### config.mk
export PLATFORM = sky130hd
export DESIGN_NAME = case7_lane_pipe
export DESIGN_NICKNAME = d
export VERILOG_FILES = /design/src/rtl/case7_lane_pipe.sv
export SDC_FILE = /design/constraint.sdc
export NUM_CORES = 1
export LEC_CHECK = 0
export ABC_AREA = 1
export CAP_MARGIN = 20
export CORE_MARGIN = 4
export CORE_UTILIZATION = 55
export DETAILED_ROUTE_END_ITERATION = 16
export DONT_BUFFER_PORTS = 1
export PLACE_DENSITY_LB_ADDON = 0.12
export SETUP_SLACK_MARGIN = 0.15
export SYNTH_ARGS = -nofsm -noshare
export SYNTH_HDL_FRONTEND = slang
export SYNTH_SLANG_ARGS = --single-unit
### constraint.sdc
create_clock -name clk -period 1.6 [get_ports clk]
set_input_delay 0.16 -clock clk [delete_from_list [all_inputs] [get_ports clk]]
set_output_delay 0.16 -clock clk [all_outputs]
set_load 0.005 [all_outputs]
### src/rtl/case7_lane_pipe.sv
// Two-stage valid/ready pipeline evaluating the case7 {y1,y2,y3} function on LANES 6-bit operands.
// Optional per-output statistics counters are enabled by defining CASE7_LANE_STATS_EN.
module case7_lane_pipe #(
  parameter int LANES = 4,
  parameter int CNT_W = 16
) (
  input  logic                 clk,
  input  logic                 rst,
  input  logic                 in_valid,
  output logic                 in_ready,
  input  logic [6*LANES-1:0]   in_data,
  output logic                 out_valid,
  input  logic                 out_ready,
  output logic [3*LANES-1:0]   out_data,
  input  logic                 stat_clr,
  output logic [CNT_W-1:0]     cnt_y1,
  output logic [CNT_W-1:0]     cnt_y2,
  output logic [CNT_W-1:0]     cnt_y3
);

  function automatic logic [2:0] lane_fn(input logic [5:0] x);
    logic a, b, c, d, e, f, cd;
    {a, b, c, d, e, f} = x;
    cd = c & d;
    lane_fn[2] = (a | b | cd) & (e | (~cd & ~f));
    lane_fn[1] = a | b | f;
    lane_fn[0] = ((~e | ~f) & (a | b | f)) | cd;
  endfunction

  logic                v1, v2;
  logic [6*LANES-1:0]  d1;
  logic [3*LANES-1:0]  r2;
  logic [3*LANES-1:0]  res;
  logic                s1_load, s2_load;

  assign s2_load   = !v2 || out_ready;
  assign s1_load   = !v1 || s2_load;
  assign in_ready  = s1_load;
  assign out_valid = v2;
  assign out_data  = r2;

  always_comb begin
    res = '0;
    for (int k = 0; k < LANES; k++) begin
      res[3*k +: 3] = lane_fn(d1[6*k +: 6]);
    end
  end

  always_ff @(posedge clk) begin
    if (rst) begin
      v1 <= 1'b0;
      v2 <= 1'b0;
      r2 <= '0;
    end else begin
      if (s1_load) v1 <= in_valid;
      if (s2_load) v2 <= v1;
      // Result register only moves on real words so it stays quiet across bubbles.
      if (s2_load && v1) r2 <= res;
    end
  end

  always_ff @(posedge clk) begin
    if (s1_load && in_valid) d1 <= in_data;
  end

`ifdef CASE7_LANE_STATS_EN
  localparam int PC_W  = $clog2(LANES + 1);
  localparam int SUM_W = CNT_W + PC_W;

  function automatic logic [PC_W-1:0] pop(input logic [3*LANES-1:0] r, input int bitpos);
    pop = '0;
    for (int k = 0; k < LANES; k++) begin
      pop = pop + PC_W'(r[3*k + bitpos]);
    end
  endfunction

  function automatic logic [CNT_W-1:0] sat_add(input logic [CNT_W-1:0] c, input logic [PC_W-1:0] inc);
    logic [SUM_W-1:0] s;
    logic [SUM_W-1:0] top;
    s   = SUM_W'(c) + SUM_W'(inc);
    top = SUM_W'({CNT_W{1'b1}});
    sat_add = (s > top) ? {CNT_W{1'b1}} : s[CNT_W-1:0];
  endfunction

  logic out_xfer;
  assign out_xfer = v2 && out_ready;

  always_ff @(posedge clk) begin
    if (rst || stat_clr) begin
      cnt_y1 <= '0;
      cnt_y2 <= '0;
      cnt_y3 <= '0;
    end else if (out_xfer) begin
      cnt_y1 <= sat_add(cnt_y1, pop(r2, 2));
      cnt_y2 <= sat_add(cnt_y2, pop(r2, 1));
      cnt_y3 <= sat_add(cnt_y3, pop(r2, 0));
    end
  end
`else
  logic unused_stat_clr;
  assign unused_stat_clr = stat_clr;
  assign cnt_y1 = '0;
  assign cnt_y2 = '0;
  assign cnt_y3 = '0;
`endif

endmodule

==> results of run 1 <==
==> kinds of logic after synthesis <==
kind of cell / count (synthesis) / synth area share (%)
DFF: 38 / 55.8
AOI/OAI and AO/OA: 18 / 5.65
and+or+nand+nor: 65 / 14.3
buffers and inverters: 65 / 24.1
other: 1 / 0.209
==> worst max-delay path, stage by stage (launching register included) <==
cell     delay (ns)
dfxtp_1        0.38
nand3_1        0.18
nand2_1        0.09
inv_1          0.06
buf_4          0.28
==> layout by cell type (no fill, tap or decap), drive strengths merged <==
cell          n
conb         48
o21ai         9
clkinv        2
nor2         18
dfxtp        14
clkbuf        6
edfxtp       24
a21oi         9
nor3          1
nand2        43
dlygate4sd3  26
buf           1
inv          16
nand3         3
==> where the power goes <==
part	leakage, nW	switching [mW]	total [mW]	internal, mW
registers	0.350	0.0343	1.14	1.11
clock network	0.0297	0.285	0.450	0.165
logic	0.512	0.114	0.192	0.0787
==> registers in the layout, summed over array words and instances, names as in the netlist <==
name,cells
out_data,12
d1,24
v1,1
out_valid,1
==> per-stage QoR <==
step	instance area (µm²)	std cells	setup slack, ns	power [mW]	util, %
after floorplan	1970	234	0.166	1.36	-
after global placement	1660	230	0.299	1.30	54.0
after detailed placement	1660	230	0.286	1.30	54.0
after CTS	1970	264	0.265	1.81	64.1
after global routing	1970	264	0.165	1.90	64.1
final	1970	264	0.293	1.79	64.1
==> repair_timing <==
action	4_1_cts	5_1_grt
buffers inserted	0	0
hold buffers	26	0
gates resized for setup	0	0
hold endpoints to repair	29	0
==> final timing paths <==
kind                                      to  cells after the start    startpoint  slack [ns]
worst max-delay path                  d1[15]                      4     out_valid        0.29
worst min register to register  out_data[10]                      2  out_data[10]        0.51
worst min-delay path             out_data[5]                      3           rst         0.1
worst max register to register        d1[15]                      4     out_valid        0.29
==> layout make-up <==
cell class | count | area share [%]
Sequential cell | 38 | 50.8
Multi-Input combinational cell | 131 | 27.3
Timing Repair Buffer | 27 | 13.6
Inverter | 16 | 3.05
Tap cell | 44 | 2.79
Clock buffer | 6 | 2.09
Clock inverter | 2 | 0.444
==> metal layers <==
layer	vias up	GRT usage (%)	part of all wire, %
met2	55	25.7	54
li1	562	-	-
met5	-	0	0
met4	0	4.66	0.54
met3	2	7.52	12
met1	488	13.8	34
==> flow_metrics.tcl, run 1 <==
set metrics [dict create \
    grt_use_total_pct 14.2 \
    yosysWarnings 0 \
    grt_setup_unrepaired "no" \
    period_share_pct 81.7 \
    cts-root-buf "clkbuf_4" \
    yosysMostFrequentCell "buf_4" \
    endpoint_kind "register" \
    die_w_um 65.1 \
    dr.pass1.iters 4 \
    ff_latch_area_um2 1000 \
    io_pins 91 \
    crit_type "register to register" \
    yosysSeqAreaShare_pct 55.8 \
    vias 1107 \
    rows 20 \
    initial_utilization_pct 58.3 \
    drt_iter0_markers 44 \
    clk-insertion-delay-late_ns 0.32 \
    area_growth_pct 9.90 \
    numCtsBuffers 5 \
    p_leak_nw 0.892 \
    async_flop_share_pct 0 \
    synth_edf_count 24 \
    multi_input_area_um2 538 \
    vdd_drop_max_mv 0.628 \
    avgSynthCellArea_um2 9.59 \
    vias_per_cell 4.19 \
    synth_area_um2 1790 \
    wirelength_um 2940 \
    die_area_um2 4240 \
    netlist.top_cell.by_area "edfxtp_1" \
    overflow 0 \
    htreeDepth 2 \
    grt_first_pass_wirelength_um 4460 \
    synth_area_leaders "edfxtp_1 40%, buf_4 20%, dfxtp_1 16%" \
    grt_max_degree 25 \
    fillers 271 \
    synth.top_cells.by_count "48 x buf_4, 42 x nand2_1, 24 x edfxtp_1" \
    clock_skew_ns 0.00786 \
    clk_pin_slew_ns 0.11 \
    io_buffers 0 \
    worstPathMaxFanout 24 \
    outcome "finished, final reports clean" \
    fin_setup_tns_ns 0 \
    finalSetupViolations 0 \
    drc 0 \
    cap_violations 0 \
    diodes 0 \
    final_hold_viol_count 0 \
    fin_crit_ns 1.31 \
    place.gp.congestion 0.705 \
    clockBufferDepth 2 \
    die_h_um 65.1 \
    ant_nets 0 \
    cts.sinks 38 \
    cp.required_ns 1.61 \
    syn_inst 187 \
    arrival_ns 1.31 \
    synth_flop_cell "edfxtp_1" \
    start_kind "register" \
    first_global_vias 990 \
    coreArea_um2 3080 \
    layout-drive-gt1-share_pct 5.00 \
    nets 248 \
    p_per_area_nw_per_um2 905 \
    cts_tree "done" \
    hp-class "input port to register" \
    ys_ff_latch 38 \
    holdWs_ns 0.0977 \
    max_freq_mhz 765 \
    wire_per_inst_um 11.1 \
    yosys.area.top_type_share_pct 40.2 \
    antenna_found_initial 0 \
    drv_slew 0 \
    dp_hpwl_um 1980 \
    yosysUniqueCellTypes 16 \
]
Power figures use the tool's default switching activity.
==> run 2: changes to the inputs <==
Clock period 1.6 ns to 1.09 ns, I/O delays scaled along.
==> flow_metrics.tcl, run 2 (synthesis results as in run 1) <==
set metrics [dict create \
    outcome "finished with violations" \
    violations "negative setup slack" \
    area_growth_pct 16.8 \
    drt_iter0_markers 46 \
    initial_utilization_pct 58.3 \
    nets 251 \
    regMostFlops "d1" \
    p_sw_uw 663 \
    vdd_drop_max_mv 0.920 \
    layout-drive-gt1-share_pct 11.7 \
    power_mw 2.74 \
    internal_power_mw 2.08 \
    die_w_um 65.1 \
    ant_nets 0 \
    final_common_cell "conb_1" \
    regToRegSetupSlack_ns -0.01 \
    die_area_um2 4240 \
    critPathLaunch "out_valid" \
    cts-root-buf "clkbuf_4" \
    cap_violations 0 \
    largest_reg_flops 24 \
    dp_cells 232 \
    finalSetupViolations 20 \
    grt_use_total_pct 15.3 \
    cpPeakStageDelay_ns 0.41 \
    timing.rr.start "out_valid" \
    p_per_area_nw_per_um2 1310 \
    first_global_vias 1027 \
    period_share_pct 101 \
    critical_path.slowest_cell "dfxtp_4" \
    grt_setup_unrepaired "yes" \
    grt_max_degree 25 \
    cts_tree "done" \
    grt_first_pass_wirelength_um 4690 \
    cp.required_ns 1.18 \
    clock_skew_ns 0.0108 \
    final_hold_viol_count 0 \
    wirelength_um 3110 \
    vias_per_cell 4.21 \
    hold_start "rst" \
    fin_crit_ns 1.10 \
    place.gp.congestion 0.753 \
    wire_per_inst_um 11.6 \
    dp_hpwl_um 1970 \
    htreeDepth 2 \
    io_buffers 0 \
    diodes 0 \
    max_freq_mhz 906 \
    arrival_ns 1.20 \
    drc 0 \
    cts.sinks 38 \
    worstPathMaxFanout 24 \
    holdWs_ns 0.0467 \
    antenna_found_initial 0 \
    final_util_pct 68.1 \
    finalNonFillerCells 267 \
    crit_type "register to register" \
    setup_ws_ns -0.0139 \
    io_pins 91 \
    numCtsBuffers 5 \
    drv_slew 0 \
    rows 20 \
    p_leak_nw 0.927 \
    dr.pass1.iters 5 \
    overflow 0 \
    start_kind "register" \
    final_cell_mix "48 x conb_1, 37 x nand2_1, 26 x dlygate4sd3_1" \
    vias 1125 \
    power_frac_comb_pct 12.0 \
    clk_pin_slew_ns 0.11 \
    clkPwrFrac_pct 26.8 \
    endpoint_kind "register" \
    clk-insertion-delay-late_ns 0.33 \
    seqPwrFrac_pct 61.2 \
    switching_share_pct 24.2 \
    path_cells "nand3_4 > nand2_4 > clkinvlp_4 > buf_12" \
    die_h_um 65.1 \
    coreArea_um2 3080 \
    clockBufferDepth 2 \
    hp-class "input port to register" \
]
-- run 2: cell count changes in the layout (fill, tap and decap cells not counted), sizes merged --
cell,change
buf,+3
clkinvlp,+1
clkinv,-1
clkbuf,+1
inv,-1
-- run 2: final timing paths --
kind	cells past startpoint	endpoint
max	4	d1[15]
min	3	out_data[2]
max reg2reg	4	d1[15]
min reg2reg	2	out_data[10]
-- run 2: critical path: cells and delay by family, from the launching register on --
kind | cells | cell delay, ns
buffers and inverters | 2 | 0.26
flip-flops | 1 | 0.41
AND/OR/NAND/NOR | 2 | 0.20
-- run 2: power by group through the flow --
stage / Clock, mW / Sequential, mW / Combinational [mW]
4_1_cts: 0.782 / 1.68 / 0.311
6_report: 0.734 / 1.68 / 0.330
2_1_floorplan: 0 / 1.70 / 0.303
3_3_place_gp: 0 / 1.71 / 0.219
3_5_place_dp: 0 / 1.71 / 0.224
5_1_grt: 0.845 / 1.69 / 0.382
-- run 2: final cells by class --
cell class,count,area [µm²]
timing repair buffer,30,319
tap,44,55.1
multi-input combinational,131,589
sequential,38,1010
fill,280,982
inverter,16,63.8
clock buffer,7,55.1
clock inverter,1,5.00
-- run 2: stage by stage --
| step | cell area (µm²) | worst slack (ns) | TNS (ns) |
|---|---|---|---|
| floorplan | 2000 | -0.146 | -3.50 |
| global placement | 1730 | 0.0336 | 0 |
| detailed placement | 1730 | 0.0266 | 0 |
| CTS | 2080 | -0.0208 | -0.334 |
| global route | 2100 | -0.0697 | -1.61 |
| finish | 2100 | -0.0139 | -0.197 |
-- run 2: timing repair --
item                       CTS  global route
pin swaps                    0             0
hold endpoints to repair    29             0
setup endpoints to repair   37            37
hold buffers                26             0
gates resized for setup      6             6
buffers inserted             1             0
-- run 2: routing by layer --
layer	share of wire, %	up-vias	GRT usage, %
met2	55	58	27.7
met3	11	6	5.64
met5	0	-	0
met1	32	496	15.2
li1	-	565	-
met4	1.4	0	7.77
